## config.mk

```make
export PLATFORM = sky130hd
export DESIGN_NAME = ifu_pc_fetch_flat
export DESIGN_NICKNAME = d
export VERILOG_FILES = /design/src/rtl/ifu_pc_fetch_if.sv /design/src/rtl/ifu_pc_fetch.sv /design/src/flat_wrapper.sv
export SDC_FILE = /design/constraint.sdc
export NUM_CORES = 1
export LEC_CHECK = 0
export ABC_CLOCK_PERIOD_IN_PS = 6500
export CAP_MARGIN = 10
export CORE_UTILIZATION = 30
export DETAILED_ROUTE_END_ITERATION = 12
export GPL_TIMING_DRIVEN = 0
export HOLD_SLACK_MARGIN = 0.15
export MAX_ROUTING_LAYER = met4
export PLACE_DENSITY = 0.66
export REMOVE_ABC_BUFFERS = 1
export SYNTH_ARGS = -nofsm -noshare
export SYNTH_HDL_FRONTEND = slang
export SYNTH_SLANG_ARGS = --single-unit
```

## constraint.sdc

```tcl
create_clock -name clk -period 6.5 [get_ports clk]
set_clock_uncertainty 0.2 [all_clocks]
set_input_delay 1.95 -clock clk [delete_from_list [all_inputs] [get_ports clk]]
set_output_delay 1.95 -clock clk [all_outputs]
set_load 0.01 [all_outputs]
```

## src/rtl/ifu_pc_fetch_if.sv

```systemverilog
// Fetch-side bus bundle: instruction-memory request/response and the
// valid/ready hand-off of fetched instructions to decode.
interface ifu_pc_fetch_if;
  logic        imem_req_valid;
  logic [31:0] imem_req_addr;
  logic        imem_req_ready;
  logic        imem_rsp_valid;
  logic [31:0] imem_rsp_data;
  logic        imem_rsp_err;
  logic        inst_valid;
  logic [31:0] inst;
  logic [31:0] inst_pc;
  logic        inst_fault;
  logic        inst_ready;

  modport master (
    output imem_req_valid, imem_req_addr,
    input  imem_req_ready, imem_rsp_valid, imem_rsp_data, imem_rsp_err,
    output inst_valid, inst, inst_pc, inst_fault,
    input  inst_ready
  );

  modport slave (
    input  imem_req_valid, imem_req_addr,
    output imem_req_ready, imem_rsp_valid, imem_rsp_data, imem_rsp_err,
    input  inst_valid, inst, inst_pc, inst_fault,
    output inst_ready
  );
endinterface

```

## src/rtl/ifu_pc_fetch.sv

```systemverilog
// Architectural PC register plus the one-instruction-at-a-time fetch
// sequencer for the multi-cycle core.
module ifu_pc_fetch #(
  parameter logic [31:0] RESET_PC = 32'h8000_0000
) (
  input  logic                  clk,
  input  logic                  rst,
  input  logic [31:0]           pc_next,
  input  logic                  pc_update,
  output logic [31:0]           pc_cur,
  ifu_pc_fetch_if.master        bus,
  output logic [31:0]           fetch_cnt
);

  typedef enum logic [2:0] {
    IDLE = 3'd0,
    REQ  = 3'd1,
    WAIT = 3'd2,
    HOLD = 3'd3,
    EXEC = 3'd4
  } state_t;

  state_t      state_q, state_d;
  logic [31:0] pc_cur_q, pc_cur_d;
  logic [31:0] inst_q, inst_d;
  logic [31:0] inst_pc_q, inst_pc_d;
  logic        inst_fault_q, inst_fault_d;
  logic [31:0] fetch_cnt_q, fetch_cnt_d;
  logic        misaligned;

  assign misaligned = |pc_cur_q[1:0];

  always_ff @(posedge clk or posedge rst) begin
    if (rst) begin
      state_q      <= IDLE;
      pc_cur_q     <= RESET_PC;
      inst_q       <= '0;
      inst_pc_q    <= '0;
      inst_fault_q <= 1'b0;
      fetch_cnt_q  <= '0;
    end else begin
      state_q      <= state_d;
      pc_cur_q     <= pc_cur_d;
      inst_q       <= inst_d;
      inst_pc_q    <= inst_pc_d;
      inst_fault_q <= inst_fault_d;
      fetch_cnt_q  <= fetch_cnt_d;
    end
  end

  always_comb begin
    state_d      = state_q;
    pc_cur_d     = pc_cur_q;
    inst_d       = inst_q;
    inst_pc_d    = inst_pc_q;
    inst_fault_d = inst_fault_q;
    fetch_cnt_d  = fetch_cnt_q;
    unique case (state_q)
      IDLE: state_d = REQ;
      REQ: begin
        // A misaligned PC never reaches memory; it is reported as a faulted fetch.
        if (misaligned) begin
          inst_d       = '0;
          inst_pc_d    = pc_cur_q;
          inst_fault_d = 1'b1;
          state_d      = HOLD;
        end else if (bus.imem_req_ready) begin
          state_d = WAIT;
        end
      end
      WAIT: begin
        if (bus.imem_rsp_valid) begin
          inst_d       = bus.imem_rsp_err ? '0 : bus.imem_rsp_data;
          inst_pc_d    = pc_cur_q;
          inst_fault_d = bus.imem_rsp_err;
          state_d      = HOLD;
        end
      end
      HOLD: begin
        if (bus.inst_ready) begin
          fetch_cnt_d = fetch_cnt_q + 32'd1;
          state_d     = EXEC;
        end
      end
      EXEC: begin
        if (pc_update) begin
          pc_cur_d = pc_next;
          state_d  = REQ;
        end
      end
      default: state_d = IDLE;
    endcase
  end

  // Handshake valids depend on registered state only.
  always_comb begin
    bus.imem_req_valid = (state_q == REQ) && !misaligned;
    bus.imem_req_addr  = pc_cur_q;
    bus.inst_valid     = (state_q == HOLD);
    bus.inst           = inst_q;
    bus.inst_pc        = inst_pc_q;
    bus.inst_fault     = inst_fault_q;
    pc_cur             = pc_cur_q;
    fetch_cnt          = fetch_cnt_q;
  end

endmodule

```

## src/flat_wrapper.sv

```systemverilog
// flat-port wrapper written by rule: the top's interface ports become plain ports
module ifu_pc_fetch_flat 
#(
  parameter logic [31:0] RESET_PC = 32'h8000_0000
)
  (clk, rst, pc_next, pc_update, pc_cur, fetch_cnt, bus_imem_req_valid, bus_imem_req_addr, bus_imem_req_ready, bus_imem_rsp_valid, bus_imem_rsp_data, bus_imem_rsp_err, bus_inst_valid, bus_inst, bus_inst_pc, bus_inst_fault, bus_inst_ready);
  ifu_pc_fetch_if bus_i ();
  input  logic clk;
  input  logic rst;
  input  logic [31:0] pc_next;
  input  logic pc_update;
  output logic [31:0] pc_cur;
  output logic [31:0] fetch_cnt;
  output wire logic [$bits(bus_i.imem_req_valid)-1:0] bus_imem_req_valid;
  output wire logic [$bits(bus_i.imem_req_addr)-1:0] bus_imem_req_addr;
  input wire logic [$bits(bus_i.imem_req_ready)-1:0] bus_imem_req_ready;
  input wire logic [$bits(bus_i.imem_rsp_valid)-1:0] bus_imem_rsp_valid;
  input wire logic [$bits(bus_i.imem_rsp_data)-1:0] bus_imem_rsp_data;
  input wire logic [$bits(bus_i.imem_rsp_err)-1:0] bus_imem_rsp_err;
  output wire logic [$bits(bus_i.inst_valid)-1:0] bus_inst_valid;
  output wire logic [$bits(bus_i.inst)-1:0] bus_inst;
  output wire logic [$bits(bus_i.inst_pc)-1:0] bus_inst_pc;
  output wire logic [$bits(bus_i.inst_fault)-1:0] bus_inst_fault;
  input wire logic [$bits(bus_i.inst_ready)-1:0] bus_inst_ready;
  assign bus_imem_req_valid = bus_i.imem_req_valid;
  assign bus_imem_req_addr = bus_i.imem_req_addr;
  assign bus_i.imem_req_ready = bus_imem_req_ready;
  assign bus_i.imem_rsp_valid = bus_imem_rsp_valid;
  assign bus_i.imem_rsp_data = bus_imem_rsp_data;
  assign bus_i.imem_rsp_err = bus_imem_rsp_err;
  assign bus_inst_valid = bus_i.inst_valid;
  assign bus_inst = bus_i.inst;
  assign bus_inst_pc = bus_i.inst_pc;
  assign bus_inst_fault = bus_i.inst_fault;
  assign bus_i.inst_ready = bus_inst_ready;
  ifu_pc_fetch #(.RESET_PC(RESET_PC)) u_core (.clk(clk), .rst(rst), .pc_next(pc_next), .pc_update(pc_update), .pc_cur(pc_cur), .bus(bus_i), .fetch_cnt(fetch_cnt));
endmodule
```

==> flow_summary.yaml, run 1 <==
critical_path:
  cp.required_ps: 4350
  crit_path_end_kind: "output port"
  arrival_ps: 2130
  path_max_fanout: 7
  crit_type: "flip-flop to output port"
  worst_setup_path_start_kind: "flip-flop"
detailed_routing:
  postRouteAntennaNets: 0
  vias: 4183
  totalWireLength_microns: 14300
  drtIter0Drc: 198
  routedWlPerCell_microns: 15.70
  vias_per_cell: 4.592
  drc: 0
  firstDrtPassIters: 6
clocking:
  cts_tree: "done"
  cts_hold_buf: 0
  cts_resized: 0
  cts_root_buffer: "clkbuf_16"
  clk_latency_ps: 420
  cts.reportedPaths.clkPinSlew_ps: 60
  cts_setup_buffers: 0
  cts_max_level: 4
  cts.sinks: 132
  clock_path_buffers: 2
  cts_buffers: 17
die:
  design.die.area_sq_um: 18760
  die_w_microns: 137.0
  start_util_pct: 31.16
  die_h_microns: 137.0
  core_sq_um: 17540
  rows: 48
  ios: 234
cells_and_area:
  final_area_sq_um: 8434
  finalNetCount: 746
  diodes: 0
  layoutNonFillerInstCount: 911
  syn2layout_area_growth_pct: 54.36
  multi_input_area_sq_um: 1817
  regArea_sq_um: 3304
  fillers: 1579
  drive_gt1_share_pct: 10.50
yosys:
  avgSynthCellArea_sq_um: 11.63
  synth_seq_cells: 132
  ys_types: 39
  async_flop_share_pct: 100.0
  synth_edf_count: 0
  ys_top_cells_by_count: "dfrtp_1 (131), nand2_1 (119), a22o_1 (32), buf_4 (32), mux2_2 (27)"
  syn-instance-count: 470
  yosys-top-cells-area: "dfrtp_1 (60%), nand2_1 (8.2%), mux2_2 (5.6%), a22o_1 (5.1%), buf_4 (4.4%)"
  synth_top_area_cell: "dfrtp_1"
  ys.flop_type: "dfrtp_1"
  ys_seq_area_share_pct: 60.48
  ys.warnings.count: 0
  synth_top_cell_area_share_pct: 60.00
  syn_area_sq_um: 5464
  yosysMostFrequentCell: "dfrtp_1"
job:
  cap_viol_max_count: 0
power:
  p_leak_nw: 3.822
  ir_worst_vdd_mv: 0.2363
  power_frac_clock_pct: 26.5
  pwr-share-comb_pct: 38.9
  swShare_pct: 31.68
  p_sw_mw: 1.190
  power.density_nw_per_um2: 445.5
  internal-power_mw: 2.567
  seqPwrFrac_pct: 34.6
placed_design:
  io_buffers: 233
  place_hpwl_microns: 10220
  dp_cells: 880
  place_congestion: 0.7682
  placed_area_sq_um: 7825
sta:
  drv_slew: 0
  slew_headroom_pct: 44.98
  hold_violations: 0
  timing.fmax_ghz: 0.2338
  tightest_slew_ps: 823.3
  setup_violations: 0
  rsz0062_at_grt: "false"
  min_period_over_period_pct: 65.81
  layout_min_cycle_time_ps: 4278
global_route:
  grtUsageTotal_pct: 16.11
  overflow: 0
  grt_pass1_vias: 4317
  antenna_found_initial: 0
  grt_pass1_wl_microns: 22310
  grt_max_degree: 69
status:
  status: "complete, no violations"
hold_path:
  hold_class: "flip-flop to flip-flop"
per-stage QoR:
step	hold slack [ps]	TNS (ps)	setup WS [ps]	utilization (%)	total power, mW
floorplan	301.9	0	825.6	-	1.861
global placement	257.6	-130830	-1009	44.14	2.727
detailed placement	263.3	0	1943	44.62	2.793
CTS	272.3	0	2220	48.10	3.816
global route	298.7	0	2068	48.10	3.981
finish	273.8	0	2222	48.10	3.757
sequential cells by signal, summed over array words and instances, names as in the netlist:
register / cells
u_core.bus.inst_pc: 32
u_core.state_q: 3
u_core.bus.inst_fault: 1
u_core.bus.inst: 32
u_core.bus.imem_req_addr: 32
u_core.fetch_cnt: 32
final cells by class:
cell class              count  area share [%]
flip-flops and latches    132           39.18
repair buffers            237           28.44
multi-input cells         281           21.54
clock buffers              23           5.429
well taps                 225           3.338
clock inverters             8           1.795
inverters                   5          0.2819
cells in the final DEF (no fill, tap or decap), drive strengths merged, types with 3 or more instances in the layout:
cell type | Yosys | final
buf | 48 | 4
nand4 | 5 | 5
mux2 | 32 | 32
nor4 | 5 | 5
bufinv | 0 | 4
dfrtp | 131 | 131
xnor2 | 23 | 23
nor2 | 15 | 15
nand2 | 123 | 123
nor3 | 3 | 3
clkdlybuf4s50 | 0 | 233
clkinv | 0 | 4
xor2 | 8 | 8
nand3 | 11 | 11
clkbuf | 4 | 23
and4 | 4 | 4
inv | 5 | 5
and3 | 5 | 5
a22o | 32 | 32
cell families after synthesis:
kind of cell | synth area share (%)
flops | 60.48
fa+ha+maj | 0.2290
xor+xnor | 5.107
compound gates | 5.862
simple gates | 15.02
mux | 6.778
buf+inv | 6.526
path summary, 6_finish.rpt:
path                       slack (ps)  depth (start not counted)                                       end                          startpoint
max in group asynchronous        3520                          3  u_core.bus.imem_req_addr[31]$_DFFE_PP1P_                                 rst
min                               270                          2        u_core.bus.inst_pc[18]$_DFFE_PP0P_  u_core.bus.inst_pc[18]$_DFFE_PP0P_
min reg2reg                       270                          2        u_core.bus.inst_pc[18]$_DFFE_PP0P_  u_core.bus.inst_pc[18]$_DFFE_PP0P_
max reg2reg                      3830                          5          u_core.fetch_cnt[29]$_DFFE_PP0P_       u_core.state_q[2]$_DFFE_PP0P_
max                              2220                          4                        bus_imem_req_valid       u_core.state_q[2]$_DFFE_PP0P_
min in group asynchronous        1800                          2          u_core.fetch_cnt[21]$_DFFE_PP0P_                                 rst
power groups by stage:
stage | combinational (mW) | clock, mW | sequential [mW]
floorplan | 0.419 | 0 | 1.44
global placement | 1.43 | 0 | 1.29
detailed placement | 1.48 | 0 | 1.32
CTS | 1.48 | 1.03 | 1.31
global route | 1.58 | 1.06 | 1.34
finish | 1.46 | 0.996 | 1.30
worst max-delay path, cell delays in order (launching register included):
cell and delay, ps:
dfrtp_1 460, inv_1 140, nand2_1 100, nor4_1 370, clkdlybuf4s50_1 650
routing by layer:
metal,vias to the layer above,wire length (microns),global-route usage (%)
li1,1950,-,-
met4,0,199,6.227
met5,-,0,-
met2,158,7110,26.18
met1,2058,6044,19.00
met3,17,946,4.259
Note: power is estimated with default switching activity, not from simulation.
==> run 2, diff against run 1 <==
--- a/config.mk
+++ b/config.mk
@@ -5,7 +5,7 @@
 export SDC_FILE = /design/constraint.sdc
 export NUM_CORES = 1
 export LEC_CHECK = 0
-export ABC_CLOCK_PERIOD_IN_PS = 6500
+export ABC_CLOCK_PERIOD_IN_PS = 4400
 export CAP_MARGIN = 10
 export CORE_UTILIZATION = 30
 export DETAILED_ROUTE_END_ITERATION = 12
==> constraint.sdc (replaced) <==
create_clock -name clk -period 4.4 [get_ports clk]
set_clock_uncertainty 0.2 [all_clocks]
set_input_delay 1.32 -clock clk [delete_from_list [all_inputs] [get_ports clk]]
set_output_delay 1.32 -clock clk [all_outputs]
set_load 0.01 [all_outputs]
==> results of run 2 <==
The final DEF is identical to that of run 1. Status: complete, no violations.
Main changes from that run: setup slack after placement 1943 ps -> 473.3 ps; setup slack after layout 2222 ps -> 752.3 ps; register-to-register setup slack 3830 ps -> 1730 ps; total power 3.757 mW -> 5.550 mW; worst IR drop on VDD 0.2363 mV -> 0.3492 mV
